### src/rtl/uart_tx_top.sv
// -----------------------------------------------------------------------------
// uart_tx_top
//
// Single-clock UART transmitter: FSM, serializer, parity generator and output
// mux in one block. The supplied clock is the bit clock; one serial bit is
// emitted per rising edge. Frame: start (0), DATA_WIDTH data bits LSB first,
// optional parity bit, stop (1).
//
// Optional feature macro: UART_TX_TWO_STOP_EN
//   defined   -> two stop bits per frame
//   undefined -> one stop bit per frame
//
// Ports:
//   clk                      bit clock, all logic on rising edge
//   rst                      synchronous, active-high reset
//   data_valid               request to send p_data (sampled only while idle)
//   p_data[DATA_WIDTH-1:0]   parallel data to transmit
//   PAR_EN                   1 = append parity bit after the data bits
//   parity_type              0 = even, 1 = odd (ignored when PAR_EN = 0)
//   Tx_out                   registered serial line, idles high
//   busy_1                   registered, high while a frame is on the line
//   serializer_enable_debug  registered, high exactly during data-bit cycles
// -----------------------------------------------------------------------------
module uart_tx_top #(
    parameter int DATA_WIDTH = 8
) (
    input  logic                  clk,
    input  logic                  rst,
    input  logic                  data_valid,
    input  logic [DATA_WIDTH-1:0] p_data,
    input  logic                  PAR_EN,
    input  logic                  parity_type,
    output logic                  Tx_out,
    output logic                  busy_1,
    output logic                  serializer_enable_debug
);

    localparam int CNT_W = $clog2(DATA_WIDTH + 1);

    typedef enum logic [2:0] {
        IDLE,
        START,
        DATA,
        PARITY,
        STOP
    } state_t;

    state_t                  state;
    logic [CNT_W-1:0]        bit_cnt;

    // Frame copy captured at the accepting edge; the line is driven only from
    // these, so the inputs are free to change while the frame is in flight.
    logic [DATA_WIDTH-1:0]   shift_p0;
    logic                    par_en_p0;
    logic                    parity_p0;

`ifdef UART_TX_TWO_STOP_EN
    logic                    stop_cnt;
`endif

    // XOR of the data bits makes the total count of ones even; inverting it
    // makes the count odd.
    function automatic logic calc_parity(input logic [DATA_WIDTH-1:0] d,
                                         input logic                  odd);
        return (^d) ^ odd;
    endfunction

    // Outputs are registered: each branch loads the value the line must carry
    // during the state being entered.
    always_ff @(posedge clk) begin
        if (rst) begin
            state                   <= IDLE;
            Tx_out                  <= 1'b1;
            busy_1                  <= 1'b0;
            serializer_enable_debug <= 1'b0;
            bit_cnt                 <= '0;
`ifdef UART_TX_TWO_STOP_EN
            stop_cnt                <= 1'b0;
`endif
        end else begin
            case (state)
                IDLE: begin
                    Tx_out                  <= 1'b1;
                    busy_1                  <= 1'b0;
                    serializer_enable_debug <= 1'b0;
                    bit_cnt                 <= '0;
                    if (data_valid) begin
                        state  <= START;
                        Tx_out <= 1'b0;
                        busy_1 <= 1'b1;
                    end
                end
                START: begin
                    state                   <= DATA;
                    Tx_out                  <= shift_p0[0];
                    serializer_enable_debug <= 1'b1;
                    bit_cnt                 <= CNT_W'(1);
                end
                DATA: begin
                    // bit_cnt counts bits already placed on the line.
                    if (bit_cnt == CNT_W'(DATA_WIDTH)) begin
                        serializer_enable_debug <= 1'b0;
                        if (par_en_p0) begin
                            state  <= PARITY;
                            Tx_out <= parity_p0;
                        end else begin
                            state  <= STOP;
                            Tx_out <= 1'b1;
`ifdef UART_TX_TWO_STOP_EN
                            stop_cnt <= 1'b0;
`endif
                        end
                    end else begin
                        Tx_out  <= shift_p0[0];
                        bit_cnt <= bit_cnt + 1'b1;
                    end
                end
                PARITY: begin
                    state  <= STOP;
                    Tx_out <= 1'b1;
`ifdef UART_TX_TWO_STOP_EN
                    stop_cnt <= 1'b0;
`endif
                end
                STOP: begin
`ifdef UART_TX_TWO_STOP_EN
                    if (!stop_cnt) begin
                        stop_cnt <= 1'b1;
                        Tx_out   <= 1'b1;
                    end else begin
                        state  <= IDLE;
                        Tx_out <= 1'b1;
                        busy_1 <= 1'b0;
                    end
`else
                    state  <= IDLE;
                    Tx_out <= 1'b1;
                    busy_1 <= 1'b0;
`endif
                end
                default: begin
                    state                   <= IDLE;
                    Tx_out                  <= 1'b1;
                    busy_1                  <= 1'b0;
                    serializer_enable_debug <= 1'b0;
                end
            endcase
        end
    end

    // Datapath: no reset, only loaded on acceptance and shifted while
    // serializing. The shifter advances in START so that bit 1 is already at
    // position 0 when the first DATA cycle needs it.
    always_ff @(posedge clk) begin
        if (state == IDLE && data_valid) begin
            shift_p0  <= p_data;
            par_en_p0 <= PAR_EN;
            parity_p0 <= calc_parity(p_data, parity_type);
        end else if (state == START || state == DATA) begin
            shift_p0 <= shift_p0 >> 1;
        end
    end

endmodule

### config.mk
export PLATFORM = sky130hd
export DESIGN_NAME = uart_tx_top
export DESIGN_NICKNAME = d
export VERILOG_FILES = /design/src/rtl/uart_tx_top.sv
export SDC_FILE = /design/constraint.sdc
export NUM_CORES = 1
export LEC_CHECK = 0
export CELL_PAD_IN_SITES_DETAIL_PLACEMENT = 1
export CELL_PAD_IN_SITES_GLOBAL_PLACEMENT = 2
export CORE_UTILIZATION = 36
export CTS_CLUSTER_DIAMETER = 30
export DETAILED_ROUTE_END_ITERATION = 8
export GPL_TIMING_DRIVEN = 0
export MAX_ROUTING_LAYER = met4
export PLACE_DENSITY = 0.81
export SETUP_SLACK_MARGIN = 0.3
export SLEW_MARGIN = 20
export SYNTH_ARGS = -nofsm -noshare
export SYNTH_HDL_FRONTEND = slang
export SYNTH_SLANG_ARGS = --single-unit
### constraint.sdc
create_clock -name clk -period 3.9 [get_ports clk]
set_clock_uncertainty 0.05 [all_clocks]
set_input_delay 0.39 -clock clk [delete_from_list [all_inputs] [get_ports clk]]
set_output_delay 0.39 -clock clk [all_outputs]
set_load 0.02 [all_outputs]
==> metrics.md, run 1 <==
| Metric | Value |
|---|---|
| Status | `complete, no violations` |
| Classification of the worst setup path | `reg2reg` |
| Dpl hpwl | `1609 microns` |
| Tcrit/Tclk final | `45.51%` |
| DR WL/cell | `15.01 microns` |
| Initial core utilization | `38.16%` |
| Fin Setup TNS | `0 ns` |
| Cell count after placement | `139` |
| Post-CTS sizing | `0` |
| Fillers | `307` |
| DR vias/cell | `5.329` |
| Relative slew slack | `52.39%` |
| Fin cells | `143` |
| Crit path max fanout | `10` |
| Register area | `500.5 sq um` |
| Detailed-router iteration count before antenna repair | `4` |
| Number of buffers added on ports | `14` |
| Hold WS | `0.4076 ns` |
| Vias in the first global route | `829` |
| Core box area | `0.002758 sq mm` |
| Gr ovfl total | `0` |
| Die Height | `56.07 microns` |
| Clock latency on the worst-skew pair | `0.31 ns` |
| Final worst path period need | `1.775 ns` |
| Synth area leader | `edfxtp_1` |
| Die width | `56.07 microns` |
| Final RePlAce weighted congestion | `0.7843` |
| Final Max Slew Viols | `0` |
| Unrepaired setup endpoints after global routing | `false` |
| Critical path arrival | `1.68 ns` |
| CP startpoint kind | `flip-flop` |
| Htree depth | `1` |
| Seq/Total Area, Yosys | `47.56%` |
| Post-CTS setup buffers | `0` |
| Final setup fails | `0` |
| Area occupied by multi-input gates | `503.0 sq um` |
| Max Clk Rate | `563.4 MHz` |
| CP Data Required Time | `3.81 ns` |
| Ratio of cells with drive above 1 in the final layout | `16.96%` |
| Rows | `19` |
| Asr flop ratio synth | `0%` |
| Leakage | `0.4610 nW` |
| Clock root cell | `clkbuf_4` |
| Slowest-stage cell, CP | `a211oi_2` |
| Initial DRC Count | `13` |
| FF-to-FF setup slack | `2.12 ns` |
| Worst slew pin tran | `0.7128 ns` |
| Top post-synthesis cells by area | `edfxtp_1 (29%), dfxtp_1 (19%), mux2_4 (10%)` |
| Max incr delay on CP | `0.57 ns` |
| Cells after Synth | `94` |
| Routed vias | `762` |
| Worst-path clk slew | `0.12 ns` |
| Gr usage total | `16.26%` |
| Max Root-Sink Buffers | `2` |
| Worst slack, placed | `1.839 ns` |
| Top_reg_cell synth | `edfxtp_1` |
| Critical Path, Cell by Cell | `buf_2 -> nor3_1 -> a211oi_2` |
| Worst Hold Class | `in2reg` |
| Die area | `0.003143 sq mm` |
| # Max-Cap Violations | `0` |
| Post-route setup slack | `2.125 ns` |
| Power Density | `415.6 mW/mm^2` |
| CTS buffer count | `3` |
| Seq cells post-synth | `20` |
| Share of the synthesized area in the top cell type | `28.54%` |
| Initial antenna violation count | `0` |
| Delay-heaviest family, CP | `compound AO/OA/AOI/OAI gates` |
| Post-synth EDFFs | `10` |
| Worst path bufs/invs | `1` |
| Layout Nets | `128` |
| Warnings from Yosys | `0` |
| Final hold violation count | `0` |
| Post-Syn Nets | `109` |
| Post-Syn Area | `0.001052 sq mm` |
| Area Growth Syn to Fin | `22.47%` |
| Worst-case vdd ir drop | `298.5 uV` |
| Final wirelength | `2146 microns` |
| Routed Antenna Nets | `0` |
| CTS tree | `done` |
| Antenna Cells | `0` |
| Number of hold buffers added after cts | `0` |
| Largest net degree at the start of global routing | `13` |
| First-pass GRT wire length | `3829 microns` |
| Netlist cell types | `39` |
| Clk sinks | `20` |
| Avg Synthesized Cell Area | `11.19 sq um` |
| Endpoint class of the critical path | `flip-flop` |
| Synth cell count leaders | `dfxtp_1 (10), edfxtp_1 (10), mux2_4 (7), xnor2_1 (7), a21oi_1 (5)` |
| Top Ports | `16` |
| DRC Markers | `0` |
-- worst paths after layout --
path | from | endpoint | cells after the start
setup / recovery | state[1] | shift_p0[7] | 3
hold / removal | rst | serializer_enable_debug | 2
setup reg to reg | state[1] | shift_p0[7] | 3
hold reg to reg | serializer_enable_debug | serializer_enable_debug | 2
-- cells by family after synthesis --
group | synth area share, %
adder cells (fa/ha/maj) | 2.378
AO/OA/AOI/OAI | 12.96
flip-flops | 47.56
buffers and inverters | 5.111
XOR/XNOR | 7.492
multiplexers | 10.94
AND/OR/NAND/NOR | 13.56
-- cell usage in the layout (no fill, tap or decap), drive strengths merged, types with 2 or more instances in the layout --
cell type and n:
clkdlybuf4s50 14, nor2 5, nand2b 2, mux2 7, buf 4, inv 5
nand3 2, a21oi 5, xor2 2, edfxtp 10, ha 2, nand4 2
nor3 2, nor4b 2, nor4 2, xnor2 7, dfxtp 10, o21ai 7
a211oi 2, clkbuf 4
-- layer usage --
layer  up-vias  track usage [%]  routed length (microns)
li1        380                -                        -
met3         4            3.721                       94
met1       362            20.97                     1055
met2        16            24.66                      961
met4         0            6.620                       35
met5         -                -                        0
-- cell type report --
class / instances / area share (%)
Multi-Input combinational cell: 64 / 39.03
Sequential cell: 20 / 38.83
Timing Repair Buffer: 14 / 10.87
Tap cell: 31 / 3.010
Buffer: 5 / 2.718
Clock inverter: 1 / 2.330
Clock buffer: 3 / 1.748
Inverter: 5 / 1.456
-- state kept, by name (all words and copies together), names as in the netlist --
signal,count
state,3
serializer_enable_debug,1
Tx_out,1
shift_p0,8
busy_1,1
bit_cnt,4
par_en_p0,1
parity_p0,1
-- metrics by stage --
step	total power, W	util, %	cell area, sq um
CTS	0.0005429	46.73	1289
global placement	0.0003642	44.65	1231
floorplan	0.0003327	-	1052
detailed placement	0.0003681	44.83	1236
finish	0.0005356	46.73	1289
global route	0.0005598	46.73	1289
-- power breakdown --
group	internal (W)	total [W]	leakage, nW	switching [W]
Sequential	0.000249	0.000260	0.182	0.0000103
Combinational	0.0000579	0.000102	0.251	0.0000444
Clock	0.000104	0.000174	0.0279	0.0000697
Total	0.000411	0.000536	0.461	0.000124
No activity file was read; power rests on OpenSTA's default activity.
==> run 2, diff against run 1 <==
Settings changed: CORE_UTILIZATION 36 to 34, PLACE_DENSITY 0.81 to 0.77.
Clock period 3.9 ns to 1.7 ns, I/O delays scaled along.
==> metrics.md, run 2 (synthesized netlist as in run 1, its figures left out) <==
| Metric | Value |
|---|---|
| Status | `complete, no violations` |
| FF-to-FF setup slack | `0.27 ns` |
| Die Height | `57.63 microns` |
| Initial antenna violation count | `0` |
| Final RePlAce weighted congestion | `0.7444` |
| Clk sinks | `20` |
| Dpl hpwl | `1528 microns` |
| Fillers | `305` |
| Worst slew pin tran | `0.4594 ns` |
| Tcrit/Tclk final | `84.43%` |
| Rows | `19` |
| Final hold violation count | `0` |
| First-pass GRT wire length | `4022 microns` |
| Crit path max fanout | `5` |
| Routed vias | `823` |
| Worst-path clk slew | `0.12 ns` |
| Final setup fails | `0` |
| Largest register FFs | `8` |
| Worst R2R End | `shift_p0[5]` |
| Die area | `0.003321 sq mm` |
| Htree depth | `1` |
| Worst R2R Start | `state[1]` |
| Relative slew slack | `69.37%` |
| CP Data Required Time | `1.74 ns` |
| Hold path startpoint | `rst` |
| Clock root cell | `clkbuf_4` |
| Critical path arrival | `1.47 ns` |
| Unrepaired setup endpoints after global routing | `true` |
| Initial core utilization | `36.89%` |
| Cell count after placement | `139` |
| Hold depth | `2` |
| Initial DRC Count | `17` |
| Placed cell areas | `0.001265 sq mm` |
| DR vias/cell | `5.209` |
| Area Growth Syn to Fin | `42.57%` |
| Top Ports | `16` |
| Die width | `57.63 microns` |
| Gr ovfl total | `0` |
| Final worst path period need | `1.435 ns` |
| CTS buffer count | `3` |
| # Max-Cap Violations | `0` |
| Reg2Reg Depth | `5` |
| Endpoint class of the critical path | `flip-flop` |
| Classification of the worst setup path | `in2reg` |
| Routed Antenna Nets | `0` |
| Number of buffers added on ports | `14` |
| Fin area | `0.001500 sq mm` |
| Largest Register | `shift_p0` |
| Core box area | `0.002853 sq mm` |
| Most frequent cells in the layout | `buf_4 (12), clkdlybuf4s50_1 (11), edfxtp_1 (10), mux2_4 (7), xnor2_1 (7)` |
| Final Max Slew Viols | `0` |
| Max Clk Rate | `696.7 MHz` |
| Worst Hold Class | `in2reg` |
| DRC Markers | `0` |
| CTS tree | `done` |
| Gr usage total | `16.81%` |
| Largest net degree at the start of global routing | `13` |
| Final wirelength | `2477 microns` |
| Clock latency on the worst-skew pair | `0.32 ns` |
| CP startpoint kind | `input port` |
| Vias in the first global route | `853` |
| Biggest regs | `shift_p0 x8, bit_cnt x4, state x3` |
| Antenna Cells | `0` |
| DR WL/cell | `15.68 microns` |
| Hold EP | `bit_cnt[0]` |
| Max Root-Sink Buffers | `2` |
| Commonest non-fill, non-tap cell in the layout | `buf_4` |
| Worst-case vdd ir drop | `377.4 uV` |
| Layout Nets | `143` |
| Power Density | `870.6 mW/mm^2` |
| Ratio of cells with drive above 1 in the final layout | `37.80%` |
| Detailed-router iteration count before antenna repair | `6` |
| Leakage | `0.5674 nW` |
| Fin cells | `158` |
run 2: cell types whose count changed in the layout (fill, tap and decap cells not counted), sizes merged:
cell	before	now
buf	4	19
clkdlybuf4s50	14	11
dlygate4sd2	0	3
run 2: worst max-delay path by stage:
stage / startpoint / endpoint / slack [ns] / cells after the start
3_5_place_dp: data_valid / shift_p0[4] / -0.01 / 4
3_3_place_gp: data_valid / shift_p0[6] / -0.02 / 4
5_1_grt: state[1] / shift_p0[4] / 0.22 / 5
4_1_cts: bit_cnt[0] / bit_cnt[1] / 0.25 / 6
2_1_floorplan: bit_cnt[0] / bit_cnt[2] / 0.31 / 6
6_report: data_valid / shift_p0[4] / 0.26 / 4
run 2: through the flow:
step	hold slack, ns	utilization (%)	worst slack (ns)	setup TNS, ns	total power [W]
global placement	0.4335	44.34	-0.01561	-0.07907	0.0008490
finish	0.2129	52.59	0.2646	0	0.001306
CTS	0.2257	50.00	0.2514	0	0.001281
floorplan	0.2189	-	0.3082	0	0.0007758
detailed placement	0.4664	44.34	-0.01092	-0.01502	0.0008532
global route	0.2247	52.59	0.2214	0	0.001370
run 2: timing repair:
item | 4_1_cts | 5_1_grt
hold buffers | 0 | 0
setup buffers | 8 | 6
gates cloned | 1 | 0
pin swaps | 8 | 5
gates resized for setup | 16 | 10
setup endpoints to repair | 22 | 19
hold endpoints to repair | 0 | 0
run 2: final cells by class:
| class | instances | area [sq um] | area share (%) |
|---|---|---|---|
| plain buffers | 5 | 46.29 | 3.086 |
| clock buffers | 3 | 22.52 | 1.501 |
| clock inverters | 1 | 30.03 | 2.002 |
| inverters | 5 | 21.27 | 1.418 |
| multi-input cells | 64 | 560.5 | 37.36 |
| flip-flops and latches | 20 | 511.7 | 34.11 |
| well taps | 31 | 38.79 | 2.585 |
| repair buffers | 29 | 269.0 | 17.93 |
run 2: worst max-delay path, stage by stage:
cell	delay (ns)
clkdlybuf4s50_1	0.60
and3_4	0.26
buf_6	0.14
mux2_4	0.30
run 2: power breakdown:
part           switching, W  total [W]  internal (W)
Combinational      0.000127   0.000308      0.000181
Clock              0.000165   0.000404      0.000239
Sequential        0.0000227   0.000594      0.000571
Total              0.000316    0.00131      0.000991
run 2: layer usage:
metal | GRT usage (%) | vias up | share of wire, %
li1 | - | 407 | -
met1 | 22.33 | 396 | 48
met2 | 24.92 | 14 | 47
met3 | 2.009 | 6 | 2.5
met4 | 9.408 | 0 | 2.1
met5 | - | - | 0
==> run 3, diff against run 2 <==
Clock period 1.7 ns to 1.4 ns, I/O delays scaled along.
==> metrics.md, run 3 (synthesized netlist as in run 1, its figures left out) <==
| Metric | Value |
|---|---|
| Status | `finished with violations` |
| Failing checks | `negative setup slack` |
| Largest register FFs | `8` |
| Crit path max fanout | `5` |
| Final hold violation count | `0` |
| Core box area | `0.002853 sq mm` |
| Hold depth | `2` |
| Critical path arrival | `1.43 ns` |
| Dpl hpwl | `1732 microns` |
| Top Ports | `16` |
| Vias in the first global route | `892` |
| Initial core utilization | `36.89%` |
| Worst-case vdd ir drop | `514.7 uV` |
| Clk sinks | `20` |
| DR WL/cell | `17.03 microns` |
| Final worst path period need | `1.405 ns` |
| Routed Antenna Nets | `0` |
| Clock latency on the worst-skew pair | `0.30 ns` |
| Die Height | `57.63 microns` |
| Worst R2R Start | `state[1]` |
| DR vias/cell | `5.333` |
| Final wirelength | `2657 microns` |
| Reg2Reg Depth | `4` |
| Post-route setup slack | `-0.004933 ns` |
| Ratio of cells with drive above 1 in the final layout | `44.00%` |
| CTS buffer count | `3` |
| CP startpoint kind | `input port` |
| Detailed-router iteration count before antenna repair | `4` |
| Worst R2R End | `shift_p0[5]` |
| Fin Setup TNS | `-0.009453 ns` |
| Final Max Slew Viols | `0` |
| Unrepaired setup endpoints after global routing | `true` |
| Final setup fails | `2` |
| Fillers | `316` |
| Initial antenna violation count | `0` |
| Area Growth Syn to Fin | `42.45%` |
| Die width | `57.63 microns` |
| Die area | `0.003321 sq mm` |
| Relative slew slack | `66.03%` |
| Gr usage total | `18.46%` |
| Hold EP | `serializer_enable_debug` |
| Finished Core Util | `52.54%` |
| Commonest non-fill, non-tap cell in the layout | `buf_4` |
| Worst slack, placed | `-0.3539 ns` |
| Max Root-Sink Buffers | `2` |
| Power Density | `930.3 mW/mm^2` |
| Hold WS | `0.2171 ns` |
| Fin area | `0.001499 sq mm` |
| Worst slew pin tran | `0.5095 ns` |
| Final RePlAce weighted congestion | `0.7318` |
| Hold path startpoint | `rst` |
| Rows | `19` |
| Antenna Cells | `0` |
| Number of hold buffers added after cts | `0` |
| Leakage | `0.5708 nW` |
| Worst Hold Class | `in2reg` |
| Worst-path clk slew | `0.12 ns` |
| CP Data Required Time | `1.42 ns` |
| Placed cell areas | `0.001292 sq mm` |
| Biggest regs | `shift_p0 x8, bit_cnt x4, state x3` |
| First-pass GRT wire length | `4333 microns` |
| Register area | `516.7 sq um` |
| Initial DRC Count | `9` |
| Clock root cell | `clkbuf_4` |
| Tcrit/Tclk final | `100.4%` |
| DRC Markers | `0` |
| Largest Register | `shift_p0` |
| Max Clk Rate | `711.8 MHz` |
| Number of buffers added on ports | `14` |
| Area occupied by multi-input gates | `606.8 sq um` |
| Routed vias | `832` |
| FF-to-FF setup slack | `-0.005 ns` |
| CTS tree | `done` |
| Most frequent cells in the layout | `buf_4 (11), edfxtp_1 (10), mux2_4 (7), clkdlybuf4s50_1 (7), dfxtp_1 (5)` |
| Classification of the worst setup path | `in2reg` |
| Endpoint class of the critical path | `flip-flop` |
| Largest net degree at the start of global routing | `12` |
| Htree depth | `1` |
| # Max-Cap Violations | `0` |
| Layout Nets | `141` |
| Gr ovfl total | `0` |
==> run 3: cell count changes in the layout (fill, tap and decap cells not counted), sizes merged <==
cell	previous run	this run
clkinv	0	1
buf	19	20
clkdlybuf4s50	11	7
dlygate4sd2	3	4
bufinv	1	0
==> run 3: area by class of cell <==
type | instances | share of cell area (%)
clock inverters | 1 | 0.2504
well taps | 31 | 2.588
multi-input cells | 64 | 40.48
inverters | 5 | 1.586
plain buffers | 5 | 3.506
repair buffers | 27 | 15.61
flip-flops and latches | 20 | 34.47
clock buffers | 3 | 1.503
==> run 3: layer usage <==
layer  global-route usage (%)  share of wire, %  vias to the layer above
met2                    31.89                55                       11
met5                        -                 0                        -
met4                    5.226              0.75                        0
li1                         -                 -                      405
met3                    4.688               2.0                        2
met1                    21.14                42                      414
==> run 3: how the worst max path moves through the flow <==
stage,cells past startpoint,to,slack [ns],from
2_1_floorplan,4,shift_p0[0],0.02,state[1]
3_3_place_gp,4,shift_p0[2],-0.34,data_valid
3_5_place_dp,4,shift_p0[0],-0.35,data_valid
4_1_cts,6,bit_cnt[1],-0.02,bit_cnt[1]
5_1_grt,6,bit_cnt[1],-0.05,bit_cnt[1]
6_report,4,shift_p0[5],-0.005,data_valid
==> run 3: power breakdown <==
part | switching (W) | leakage (nW) | internal (W)
logic | 0.000164 | 0.370 | 0.000217
registers | 0.0000301 | 0.185 | 0.000692
clock network | 0.000187 | 0.0154 | 0.000104
==> run 3: what timing repair did <==
action | CTS | global route
setup endpoints to repair | 32 | 28
gates resized for setup | 30 | 8
endpoints found under the hold margin | 0 | 0
pin swaps | 8 | 5
buffers inserted | 10 | 2
gates cloned | 1 | 0
==> run 3: metrics by stage <==
step | power [W] | std cells
after detailed placement | 0.001053 | 139
after global placement | 0.001042 | 139
after floorplan | 0.0009504 | 94
after global routing | 0.001469 | 156
final | 0.001394 | 156
after CTS | 0.001399 | 154
==> run 3: worst max-delay path: stages <==
cell,delay (ns)
clkdlybuf4s50_1,0.60
and3_4,0.25
buf_4,0.14
mux2_4,0.30
